==> config.mk <==
export PLATFORM = sky130hd
export DESIGN_NAME = trace_mem_arbiter
export DESIGN_NICKNAME = d
export VERILOG_FILES = /design/src/rtl/trace_mem_arbiter.sv
export SDC_FILE = /design/constraint.sdc
export NUM_CORES = 1
export LEC_CHECK = 0
export ABC_CLOCK_PERIOD_IN_PS = 5700
export CAP_MARGIN = 20
export CELL_PAD_IN_SITES_DETAIL_PLACEMENT = 1
export CELL_PAD_IN_SITES_GLOBAL_PLACEMENT = 1
export CORE_ASPECT_RATIO = 0.7
export CORE_MARGIN = 10
export CORE_UTILIZATION = 49
export DETAILED_ROUTE_END_ITERATION = 10
export DONT_BUFFER_PORTS = 1
export PLACE_DENSITY_LB_ADDON = 0.12
export REMOVE_ABC_BUFFERS = 1
export SETUP_SLACK_MARGIN = 0.5
export SLEW_MARGIN = 10
export SYNTH_ARGS = -nofsm -noshare
export SYNTH_HDL_FRONTEND = slang
export SYNTH_SLANG_ARGS = --single-unit
==> constraint.sdc <==
create_clock -name FPGA_CLK_I -period 5.7 [get_ports FPGA_CLK_I]
set_input_delay 0.285 -clock FPGA_CLK_I [delete_from_list [all_inputs] [get_ports FPGA_CLK_I]]
set_output_delay 0.285 -clock FPGA_CLK_I [all_outputs]
set_load 0.01 [all_outputs]
==> src/rtl/trace_mem_arbiter.sv <==
// trace_mem_arbiter
// Sequences the single-port trace memory between the tracer store path, the
// tracer load path and a host dump port. Owns the write/read pointers, the
// stream-mode fill count and the post-trigger delay countdown.
//
// Ports:
//   FPGA_CLK_I, RST_I          clock, synchronous active-high reset
//   MODE_I                     0 = trace (circular buffer), 1 = stream (FIFO)
//   TRG_EVENT_I, TRG_DELAY_I   sticky trigger and words to store after it
//   TRG_DELAYED_O              sticky: post-trigger delay has expired
//   STORE_I, DATA_I            store pulse and its data
//   STORE_PERM_O               the next STORE_I will be accepted
//   LOAD_REQUEST_I             load request pulse
//   LOAD_GRANT_O, DATA_O       one-cycle grant with the loaded word
//   HOST_REQ_I, HOST_ADDR_I    host dump request, index from the oldest word
//   HOST_ACK_O, HOST_DATA_O    one-cycle ack with the dump word
//   MEM_ADDR_O, MEM_WE_O,
//   MEM_WDATA_O, MEM_RDATA_I   single-port memory, read data 1 cycle late
module trace_mem_arbiter #(
  parameter int TRB_WIDTH      = 32,
  parameter int TRB_DEPTH      = 16,
  parameter int TRB_DELAY_BITS = 16,
  localparam int AW            = $clog2(TRB_DEPTH)
) (
  input  logic                      FPGA_CLK_I,
  input  logic                      RST_I,
  input  logic                      MODE_I,
  input  logic                      TRG_EVENT_I,
  input  logic [TRB_DELAY_BITS-1:0] TRG_DELAY_I,
  output logic                      TRG_DELAYED_O,
  input  logic                      STORE_I,
  input  logic [TRB_WIDTH-1:0]      DATA_I,
  output logic                      STORE_PERM_O,
  input  logic                      LOAD_REQUEST_I,
  output logic                      LOAD_GRANT_O,
  output logic [TRB_WIDTH-1:0]      DATA_O,
  input  logic                      HOST_REQ_I,
  input  logic [AW-1:0]             HOST_ADDR_I,
  output logic                      HOST_ACK_O,
  output logic [TRB_WIDTH-1:0]      HOST_DATA_O,
  output logic [AW-1:0]             MEM_ADDR_O,
  output logic                      MEM_WE_O,
  output logic [TRB_WIDTH-1:0]      MEM_WDATA_O,
  input  logic [TRB_WIDTH-1:0]      MEM_RDATA_I
);

  localparam logic [2:0] ST_IDLE      = 3'd0;
  localparam logic [2:0] ST_ARMED     = 3'd1;
  localparam logic [2:0] ST_TRIGGERED = 3'd2;
  localparam logic [2:0] ST_DONE      = 3'd3;
  localparam logic [2:0] ST_STREAM    = 3'd4;

  // count needs one extra bit so that a full buffer (== TRB_DEPTH) is representable
  localparam logic [AW:0] DEPTH_C = (AW+1)'(TRB_DEPTH);
  localparam logic [AW:0] CNT_ONE = (AW+1)'(1);
  localparam logic [TRB_DELAY_BITS-1:0] DLY_ONE = TRB_DELAY_BITS'(1);

  logic [2:0]                state_q, state_d;
  logic                      mode_q;
  logic [AW-1:0]             wptr_q, wptr_d;
  logic [AW-1:0]             rptr_q, rptr_d;
  logic [AW:0]               count_q, count_d;
  logic [TRB_DELAY_BITS-1:0] delay_q, delay_d;
  logic                      delayed_q, delayed_d;
  logic                      st_pend_q, st_pend_d;
  logic [TRB_WIDTH-1:0]      st_data_q, st_data_d;
  logic                      ld_pend_q, ld_pend_d;
  logic                      host_pend_q, host_pend_d;
  logic [AW-1:0]             host_addr_q, host_addr_d;
  logic                      ld_rd_q, host_rd_q;

  logic store_perm;
  logic store_accept;
  logic wr_issue;
  logic load_ok;
  logic ld_issue;
  logic host_issue;
  logic mode_change;

  assign mode_change = (MODE_I != mode_q);

  always_comb begin
    store_perm = 1'b1;
    if (state_q == ST_DONE) begin
      store_perm = 1'b0;
    end else if (mode_q) begin
      // A latched-but-unwritten store already owns a slot.
      store_perm = ((count_q + {{AW{1'b0}}, st_pend_q}) < DEPTH_C);
    end
  end

  assign store_accept = STORE_I && store_perm;

  // Fixed priority: the pending store always wins, so it never waits more
  // than one cycle; loads in stream mode need data, in trace mode any state
  // but DONE; host reads only once the capture is finished.
  assign wr_issue   = st_pend_q;
  assign load_ok    = mode_q ? (count_q != '0) : (state_q != ST_DONE);
  assign ld_issue   = ld_pend_q && !st_pend_q && load_ok;
  assign host_issue = host_pend_q && !st_pend_q && !ld_issue && (state_q == ST_DONE);

  always_comb begin
    MEM_WE_O    = wr_issue;
    MEM_WDATA_O = wr_issue ? st_data_q : '0;
    MEM_ADDR_O  = '0;
    if (wr_issue) begin
      MEM_ADDR_O = wptr_q;
    end else if (ld_issue) begin
      // Trace mode reads at wptr: the oldest word, i.e. a full-depth delay line.
      MEM_ADDR_O = mode_q ? rptr_q : wptr_q;
    end else if (host_issue) begin
      MEM_ADDR_O = wptr_q + host_addr_q;
    end
  end

  always_comb begin
    state_d     = state_q;
    wptr_d      = wptr_q;
    rptr_d      = rptr_q;
    count_d     = count_q;
    delay_d     = delay_q;
    delayed_d   = delayed_q;
    st_pend_d   = st_pend_q;
    st_data_d   = st_data_q;
    host_pend_d = host_pend_q;
    host_addr_d = host_addr_q;

    if (wr_issue) begin
      wptr_d    = wptr_q + 1'b1;
      st_pend_d = 1'b0;
    end
    // The pending slot frees at the same edge it is written, so a new store
    // can be taken back to back.
    if (store_accept) begin
      st_pend_d = 1'b1;
      st_data_d = DATA_I;
    end

    ld_pend_d = ld_issue ? 1'b0 : (ld_pend_q | LOAD_REQUEST_I);

    if (ld_issue && mode_q) begin
      rptr_d = rptr_q + 1'b1;
    end

    if (mode_q) begin
      case ({wr_issue, ld_issue})
        2'b10:   count_d = count_q + CNT_ONE;
        2'b01:   count_d = count_q - CNT_ONE;
        default: count_d = count_q;
      endcase
    end

    if (host_issue) begin
      host_pend_d = 1'b0;
    end else if (!host_pend_q && HOST_REQ_I) begin
      host_pend_d = 1'b1;
      host_addr_d = HOST_ADDR_I;
    end

    case (state_q)
      ST_IDLE: state_d = mode_q ? ST_STREAM : ST_ARMED;
      ST_ARMED: begin
        if (TRG_EVENT_I) begin
          state_d = ST_TRIGGERED;
          delay_d = TRG_DELAY_I;
        end
      end
      ST_TRIGGERED: begin
        if (delay_q == '0) begin
          state_d   = ST_DONE;
          delayed_d = 1'b1;
        end else if (store_accept) begin
          delay_d = delay_q - DLY_ONE;
        end
      end
      ST_DONE:   state_d = ST_DONE;
      ST_STREAM: state_d = ST_STREAM;
      default:   state_d = ST_IDLE;
    endcase
  end

  always_ff @(posedge FPGA_CLK_I) begin
    if (RST_I || mode_change) begin
      // A mode change flushes like reset but keeps the sticky delayed flag.
      // Any read in flight is dropped silently.
      state_q     <= ST_IDLE;
      mode_q      <= MODE_I;
      wptr_q      <= '0;
      rptr_q      <= '0;
      count_q     <= '0;
      delay_q     <= '0;
      delayed_q   <= RST_I ? 1'b0 : delayed_q;
      st_pend_q   <= 1'b0;
      st_data_q   <= '0;
      ld_pend_q   <= 1'b0;
      host_pend_q <= 1'b0;
      host_addr_q <= '0;
      ld_rd_q     <= 1'b0;
      host_rd_q   <= 1'b0;
    end else begin
      state_q     <= state_d;
      mode_q      <= mode_q;
      wptr_q      <= wptr_d;
      rptr_q      <= rptr_d;
      count_q     <= count_d;
      delay_q     <= delay_d;
      delayed_q   <= delayed_d;
      st_pend_q   <= st_pend_d;
      st_data_q   <= st_data_d;
      ld_pend_q   <= ld_pend_d;
      host_pend_q <= host_pend_d;
      host_addr_q <= host_addr_d;
      ld_rd_q     <= ld_issue;
      host_rd_q   <= host_issue;
    end
  end

  assign TRG_DELAYED_O = delayed_q;
  assign STORE_PERM_O  = store_perm;
  assign LOAD_GRANT_O  = ld_rd_q;
  assign DATA_O        = ld_rd_q ? MEM_RDATA_I : '0;
  assign HOST_ACK_O    = host_rd_q;
  assign HOST_DATA_O   = host_rd_q ? MEM_RDATA_I : '0;

endmodule

# Word level (Yosys, flattened, before mapping)
# Cells that the tools add are included.
# op_classes
add_sub_neg	7
mul	0
div_mod_pow	0
order_cmp	1
n_eq_ne	13
shift	0
n_mux	24
n_bitwise	2
n_reduce_logical	26
# ops
cell	n
two-way mux 32 bit	3
two-way mux 16 bit	3
case mux 16 bit (2 select lines)	1
logical NOT 16 bit	1
two-way mux 4 bit	4
subtractor 16 x 1 -> 16 bit (second input constant)	1
case mux 3 bit (5 select lines)	1
!= test 2 bit (second input constant)	5
case mux 5 bit (2 select lines)	1
two-way mux 3 bit	3
adder 4 x 1 -> 4 bit (second input constant)	2
logical AND 1 bit	8
two-way mux 1 bit	8
nonzero test 2 bit	4
equality test 3 x 2 -> 1 bit (second input constant)	2
AND reduction 2 bit	3
adder 5 x 1 -> 5 bit	1
adder 5 x 1 -> 5 bit (second input constant)	1
< comparator 5 bit (second input constant)	1
nonzero test 5 bit	1
subtractor 5 x 1 -> 5 bit (second input constant)	1
adder 4 bit	1
AND reduction 4 bit	1
OR reduction 2 bit	2
12 further kinds	14
# totals
reg_bits	75
latchBits	0
ram_bits	0
rom_bits	0
in_bits	91
output_inout_bits	105
wordCells	87
memories	0

# Logic depth before layout (Yosys ltp)
# Gate-level depths: netlist of the first run.
# depth
ltp_word	9
ltp_mapped	14
depth_no_buf	12

# Worst setup path after synthesis of the first run
# No wires, ideal clock.
# synth_timing
path_kind	register -> register
startpoint	reg count_q[3]
endpoint	reg count_q[4]
setup_time_ns	0.071
t_arrival_ns	2.809
t_required_ns	5.629
setup_slack_ns	2.821
path_stages_with_launch	14
n_path_buf	1
period_less_slack_ns	2.879
path_cell_list	dfxtp_1 > nor3_1 > a21o_1 > o21a_1 > nor2_1 > ha_1 > buf_6 > xor2_1 > ha_1 > or3_1 > o211a_1 > o21a_1 > or4_1 > a21oi_1
# synth_between
elab_chain_len	6
word_cells_on_any_way	10
cone_classes	add/sub: 2; eq/ne: 2; mux: 2; reduce/logical: 4
# synth_lines
item	line	rtl
start, declared	62	logic [AW:0] count_q, count_d;
start signal, assigned	205	count_q <= count_d;
nonzero test 5 bit *	98	assign load_ok = mode_q ? (count_q != '0) : (state_q != ST_DONE);
two-way mux 1 bit *	98	
logical AND 1 bit *	99	assign ld_issue = ld_pend_q && !st_pend_q && load_ok;
via ld_issue	76	logic ld_issue;
equality test 2 x 1 -> 1 bit or equality test 2 bit (tied branches)	146	case ({wr_issue, ld_issue})
nonzero test 2 bit (no line)	-	
AND reduction 2 bit (no line)	-	
# Mark *: on every way through the listed nets, which the timed path passes. The rest lies on a longest branch.
# A chain may end at the register's enable or synchronous reset.

# Final worst setup path of the first run
# layout_timing
startpoint	reg mode_q
endpoint	reg count_q[4]
# layout_between
elab_chain_len	5
word_cells_on_any_way	9
cone_classes	eq/ne: 3; mux: 2; reduce/logical: 4
# layout_lines
item	line	rtl
start, declared	59	logic mode_q;
start signal, assigned	202	mode_q <= mode_q;
two-way mux 1 bit *	98	
logical AND 1 bit *	99	
via ld_issue	76	
equality test 2 x 1 -> 1 bit or equality test 2 bit (tied branches)	146	
nonzero test 2 bit (no line)	-	
AND reduction 2 bit (no line)	-	
# Marks and branches as above.

==> results of run 1 <==
==> sequential cells by signal, summed over array words and instances (netlist names), 3 cells and up <==
name / cells
count_q: 5
delay_q: 16
host_addr_q: 4
rptr_q: 4
st_data_q: 32
state_q: 3
wptr_q: 4
==> power groups by stage <==
stage	logic (mW)	clock network, mW	registers (mW)
floorplan	0.102	0	0.572
global placement	0.127	0	0.578
detailed placement	0.135	0	0.578
CTS	0.136	0.559	0.566
global route	0.150	0.589	0.570
finish	0.135	0.546	0.567
==> final timing paths <==
| kind | start | end | slack [ps] | depth (start not counted) |
|---|---|---|---|---|
| setup / recovery | mode_q$_DFFE_PN_ | count_q[4]$_SDFFE_PN0P_ | 2350 | 12 |
| hold reg to reg | st_data_q[17]$_SDFFE_PN0P_ | st_data_q[17]$_SDFFE_PN0P_ | 500 | 2 |
| setup reg to reg | mode_q$_DFFE_PN_ | count_q[4]$_SDFFE_PN0P_ | 2350 | 12 |
| hold / removal | MODE_I | mode_q$_DFFE_PN_ | 40 | 0 |
==> metrics by stage <==
stage	hold slack (ps)	power [mW]	setup WS [ps]
2_1_floorplan	384	0.674	2250
3_3_place_gp	385	0.704	2270
3_5_place_dp	385	0.712	2430
4_1_cts	36.3	1.26	2340
5_1_grt	31.0	1.31	2080
6_report	44.8	1.25	2350
==> per-layer routing <==
layer / routed length (µm) / up-vias / part of all wire (%)
met5: 0 / - / 0
met3: 1480 / 17 / 11
li1: - / 1779 / -
met2: 6630 / 153 / 48
met1: 5680 / 1834 / 41
met4: 164 / 0 / 1.2
==> cell usage in the layout, fill, tap and decap left out, drive strengths merged, types with 2 or more instances in the layout <==
master and n:
a31oi 4, ha 11, or3 7, buf 4
a21o 2, clkbuf 11, nand2b 3, o41ai 2
a21oi 23, dfxtp 73, nor4 6, o31ai 7
a31o 4, nand4 5, mux2i 38, o211a 2
o21ai 11, o211ai 4, a211oi 2, and2 98
a21boi 2, and4 2, nand3b 4, or4 2
a22oi 2, or3b 3, nor2b 4, clkinvlp 2
o21a 2, a32o 9, nand3 12, xnor2 4
nand2 24, nor3 13, inv 13, a222oi 3
edfxtp 2, xor2 9, nor2 63
==> kinds of logic (layout without fill, tap and decap cells) <==
family	after synthesis	in the layout
xor+xnor	13	13
fa+ha+maj	12	12
buf+inv	48	31
mux	38	38
compound gates	85	85
simple gates	252	252
flops	75	75
==> critical path: stages, from the launching register on <==
cell      delay [ps]
edfxtp_1         590
inv_1            180
a21o_1           210
o21a_1           110
nor2_1           220
ha_1             400
xor2_1           120
ha_1             220
or3_1            300
o211a_1          130
o21a_1           170
or4_1            470
a21oi_1          150
==> area by class of cell <==
type,count,area (µm²)
multi-input cells,400,2690
well taps,120,150
clock inverters,5,35.0
inverters,11,41.3
clock buffers,11,253
flip-flops and latches,75,1520
repair buffers,4,37.5
fillers,1048,3920
==> results.json, run 1 <==
{
  "grt_pass1_wl_mm": 21.8,
  "clock_skew_ps": 7.17,
  "cts_hold_repair.buffers": 0,
  "critPathRequiredTime_ps": 5960,
  "arrival_ps": 3610,
  "numCtsBuffers": 9,
  "hold_violations": 0,
  "cts_resized": 0,
  "cts_tree": "done",
  "avgSynthCellArea_um2": 8.49,
  "netlist_area_um2": 4440,
  "synthAdderAreaFrac_pct": 3.55,
  "via_per_inst": 6.04,
  "grt_max_degree": 68,
  "tns_ps": 0,
  "fp.dieH_um": 99.7,
  "layout.cells.non_filler": 626,
  "root_buffer": "clkbuf_16",
  "coreArea_um2": 8650,
  "synth_top_family_by_area": "simple AND/OR/NAND/NOR gates",
  "seq_area_frac_synth_pct": 34.3,
  "antenna_found_initial": 0,
  "yosys-top-cells-area": "dfxtp_1 (33%), and2_1 (14%), mux2i_1 (8.6%)",
  "cts.clk_slew.worst_paths_ps": 60,
  "drt_iter0_drc": 289,
  "synth-compound-area-share_pct": 14.7,
  "worst_pin_slew_ps": 975,
  "globalplace.congestion": 0.776,
  "intPower_mw": 0.914,
  "post-place-cells": 610,
  "period_needed_ps": 3350,
  "fmaxAchievable_mhz": 299,
  "wl_per_cell_um": 22.3,
  "power_frac_clock_pct": 43.7,
  "status": "finished, final reports clean",
  "ys_ff_latch": 75,
  "async_flop_share_pct": 0,
  "cts_setup_buffers": 0,
  "report.final.slew_viol_count": 0,
  "gr-total-overflow": 0,
  "power.density_nw_per_um2": 264,
  "synth-xor-area-share_pct": 2.56,
  "cts_sinks": 75,
  "ys_types": 64,
  "criticalPathCategory": "reg2reg",
  "synth_most_common_cell": "and2_1",
  "area_growth_pct": 6.48,
  "drc": 0,
  "portBuffers": 0,
  "vias": 3783,
  "drt-total-wl_mm": 14.0,
  "drtAntennaViolNets": 0,
  "start_util_pct": 51.3,
  "gr-usage-met3_pct": 9.75,
  "synth_edf_count": 2,
  "synthSimpleGateAreaFrac_pct": 31.1,
  "synth_cells": 523,
  "core.rowCount": 28,
  "drv_cap": 0,
  "ys_warn_count": 0,
  "firstDrtPassIters": 5,
  "io_pins": 196,
  "synthTopCellsByCount": "and2_1 (98), dfxtp_1 (73), nor2_1 (62)",
  "grt.total_usage_pct": 20.1,
  "p_comb_share_pct": 10.9,
  "relSlewSlack_pct": 35.0,
  "finalInstanceArea_um2": 4730,
  "fp.dieArea_um2": 13300,
  "placed_area_um2": 4440,
  "grtUsageMet2_pct": 33.0,
  "crit_fanout": 11,
  "clockBufferDepth": 2,
  "p_switching_mw": 0.334,
  "drive_above_1_share_pct": 7.51,
  "grt_setup_unrepaired": "false",
  "grt_pass1_vias": 3914,
  "synth_mux_area_share_pct": 8.56,
  "die_w_um": 134,
  "clk_latency_ps": 340,
  "end_kind": "flip-flop",
  "power_frac_seq_pct": 45.4,
  "peakVddDrop_v": 0.000129,
  "start_kind": "flip-flop",
  "place_hpwl_mm": 10.6,
  "setup_violations": 0,
  "switching_share_pct": 26.8,
  "post-route-period-util_pct": 58.8,
  "ctsHtreeMaxLevel": 3,
  "gr-usage-met1_pct": 23.1,
  "final_util_pct": 54.7,
  "hold_class": "in2reg",
  "p_leak_nw": 1.96,
  "grt.busiest_layer": "met2",
  "synthFlopType": "dfxtp_1",
  "yosysTopAreaCell": "dfxtp_1",
  "n_antenna_cell": 0,
  "synth_top_area_share_pct": 32.9,
  "nNetsFinal": 604
}
No activity file was read; power rests on OpenSTA's default activity.
==> run 2: changes to the inputs <==
Settings changed: ABC_CLOCK_PERIOD_IN_PS 5700 to 2700, CORE_UTILIZATION 49 to 41.
Clock period 5.7 ns to 2.7 ns, I/O delays scaled along.
==> run 2 against run 1 <==
The run now ends with negative setup slack left. Power grew 120%. Flip-flop and latch count is the same. Non-clock buffer count grew 67. Combinational power grew to 2.9 times the previous value. Die area grew 16%. Register-to-register slack lost 2400 ps. Clock power grew 110%. Hold slack lost 1.1 ps. Via count grew 4.2%. Critical path depth is the same. Wire length grew 6.6%. Maximum frequency grew 23%. Critical path type unchanged.
==> results.json, run 2 (synthesis results as in run 1) <==
{
  "status": "complete, but fails checks",
  "failed_checks": "negative setup slack",
  "crit_fanout": 3,
  "root_buffer": "clkbuf_16",
  "finalInstanceArea_um2": 5410,
  "r2r-start": "count_q[3]$_SDFFE_PN0P_",
  "drc": 0,
  "portBuffers": 0,
  "min_path_cells": 2,
  "ctsHtreeMaxLevel": 3,
  "cts_tree": "done",
  "largest_reg_flops": 32,
  "relSlewSlack_pct": 42.9,
  "coreArea_um2": 10500,
  "r2r_end": "count_q[4]$_SDFFE_PN0P_",
  "numCtsBuffers": 9,
  "ff2ff_setup_slack_ps": -30,
  "drt-total-wl_mm": 14.9,
  "hp-start": "TRG_EVENT_I",
  "fmaxAchievable_mhz": 367,
  "vias": 3942,
  "place_hpwl_mm": 10.9,
  "fillers": 1223,
  "start_kind": "flip-flop",
  "final.setup.worst_slack_ps": -26.6,
  "io_pins": 196,
  "grt_setup_unrepaired": "true",
  "clockBufferDepth": 2,
  "grt_max_degree": 38,
  "via_per_inst": 5.59,
  "drive_above_1_share_pct": 14.0,
  "p_leak_nw": 2.29,
  "firstDrtPassIters": 4,
  "drt_iter0_drc": 210,
  "setup_violations": 1,
  "wl_per_cell_um": 21.1,
  "r2r_cells": 12,
  "regArea_um2": 1530,
  "post-route-period-util_pct": 101,
  "arrival_ps": 2990,
  "fp.dieH_um": 107,
  "clock_skew_ps": 4.73,
  "final_cell_mix": "and2_1 (98), dfxtp_1 (68), nor2_1 (61)",
  "core.rowCount": 31,
  "globalplace.congestion": 0.805,
  "period_needed_ps": 2730,
  "end_kind": "flip-flop",
  "nNetsFinal": 671,
  "cts.clk_slew.worst_paths_ps": 60,
  "top_regs": "st_data_q x32, delay_q x16, count_q x5",
  "start_util_pct": 42.4,
  "hold_violations": 0,
  "criticalPathCategory": "reg2reg",
  "regMostFlops": "st_data_q",
  "peakVddDrop_v": 0.000291,
  "report.final.slew_viol_count": 0,
  "worst_pin_slew_ps": 855,
  "power.density_nw_per_um2": 505,
  "max_stage_delay_ps": 460,
  "die_w_um": 144,
  "clk_latency_ps": 330,
  "critical_path.cell_chain": "nor3_4 -> a21o_1 -> o21a_1 -> nor2_2 -> ha_2 -> xor2_1 -> ha_2 -> or3_1 -> o211a_1 -> o21a_1 -> or4_1 -> a21oi_1",
  "slowest_stage": "or4_1",
  "placed_area_um2": 4630,
  "grt_pass1_vias": 4189,
  "tns_ps": -26.6,
  "gr-total-overflow": 0,
  "worst_hold_path.endpoint": "state_q[1]$_SDFFE_PN0P_",
  "cts_sinks": 75,
  "multiInputGateArea_um2": 2760,
  "grt.total_usage_pct": 18.7,
  "final_common_cell": "and2_1",
  "n_antenna_cell": 0,
  "critPathRequiredTime_ps": 2960,
  "fp.dieArea_um2": 15500,
  "antenna_found_initial": 0,
  "drv_cap": 0,
  "hold_class": "in2reg",
  "grt_pass1_wl_mm": 23.4,
  "area_growth_pct": 21.8,
  "drtAntennaViolNets": 0
}
run 2: changes by cell type in the layout (fill, tap and decap cells not counted), moves of 2 or more:
| cell | change |
|---|---|
| clkinv_2 | +2 |
| dfxtp_1 | -5 |
| dlygate4sd3_1 | +40 |
| dfxtp_2 | +5 |
| clkbuf_8 | -2 |
| ha_2 | +2 |
| ha_1 | -2 |
| buf_4 | +28 |
run 2: metrics by stage:
stage	cells	power [mW]	setup WS (ps)	hold slack (ps)	util (%)
floorplan	486	1.42	-751	234	-
global placement	646	1.52	-22.1	235	44.2
detailed placement	646	1.53	-143	235	44.2
CTS	704	2.75	25.6	36.3	51.2
global route	705	2.86	-121	51.6	51.7
finish	705	2.73	-26.6	43.8	51.7
run 2: final cells by class:
| type | instances | area share [%] |
|---|---|---|
| Tap cell | 132 | 3.05 |
| Clock buffer | 10 | 4.62 |
| Multi-Input combinational cell | 400 | 50.9 |
| Timing Repair Buffer | 71 | 11.7 |
| Inverter | 11 | 0.763 |
| Sequential cell | 75 | 28.2 |
| Clock inverter | 6 | 0.694 |
run 2: how the worst max path moves through the flow:
stage | to | depth (start not counted) | slack [ps] | from
2_1_floorplan | st_data_q[0]$_SDFFE_PN0P_ | 5 | -750 | MEM_WE_O$_SDFF_PN0_
3_3_place_gp | count_q[4]$_SDFFE_PN0P_ | 12 | -20 | count_q[3]$_SDFFE_PN0P_
3_5_place_dp | count_q[4]$_SDFFE_PN0P_ | 12 | -140 | count_q[3]$_SDFFE_PN0P_
4_1_cts | count_q[4]$_SDFFE_PN0P_ | 12 | 30 | count_q[0]$_SDFFE_PN0P_
5_1_grt | count_q[4]$_SDFFE_PN0P_ | 12 | -120 | count_q[3]$_SDFFE_PN0P_
6_report | count_q[4]$_SDFFE_PN0P_ | 12 | -30 | count_q[3]$_SDFFE_PN0P_
run 2: routing by layer:
metal  wire length, µm  up-vias  track usage (%)
li1                  -     1910                -
met1              6530     1929             23.8
met2              7360       88             30.6
met3               861       15             5.42
met4               125        0             4.39
met5                 0        -                0
run 2: repair_timing:
action,CTS,global route
pin swaps,4,3
gates cloned,0,0
setup endpoints to repair,4,20
endpoints found under the hold margin,40,0
gates resized for setup,12,8
hold buffers,40,0
buffers inserted,2,1
run 2: report_power, final:
| group | total (mW) | switching (mW) | internal [mW] |
|---|---|---|---|
| sequential | 1.18 | 0.0284 | 1.15 |
| combinational | 0.387 | 0.221 | 0.166 |
| clock | 1.16 | 0.487 | 0.675 |
| total | 2.73 | 0.736 | 1.99 |
run 2: critical path: cells and delay by family (launching register included):
kind            cells  cell delay [ps]
flops               1              330
compound gates      5              780
xor+xnor            1              150
simple gates        4             1020
fa+ha+maj           2              370
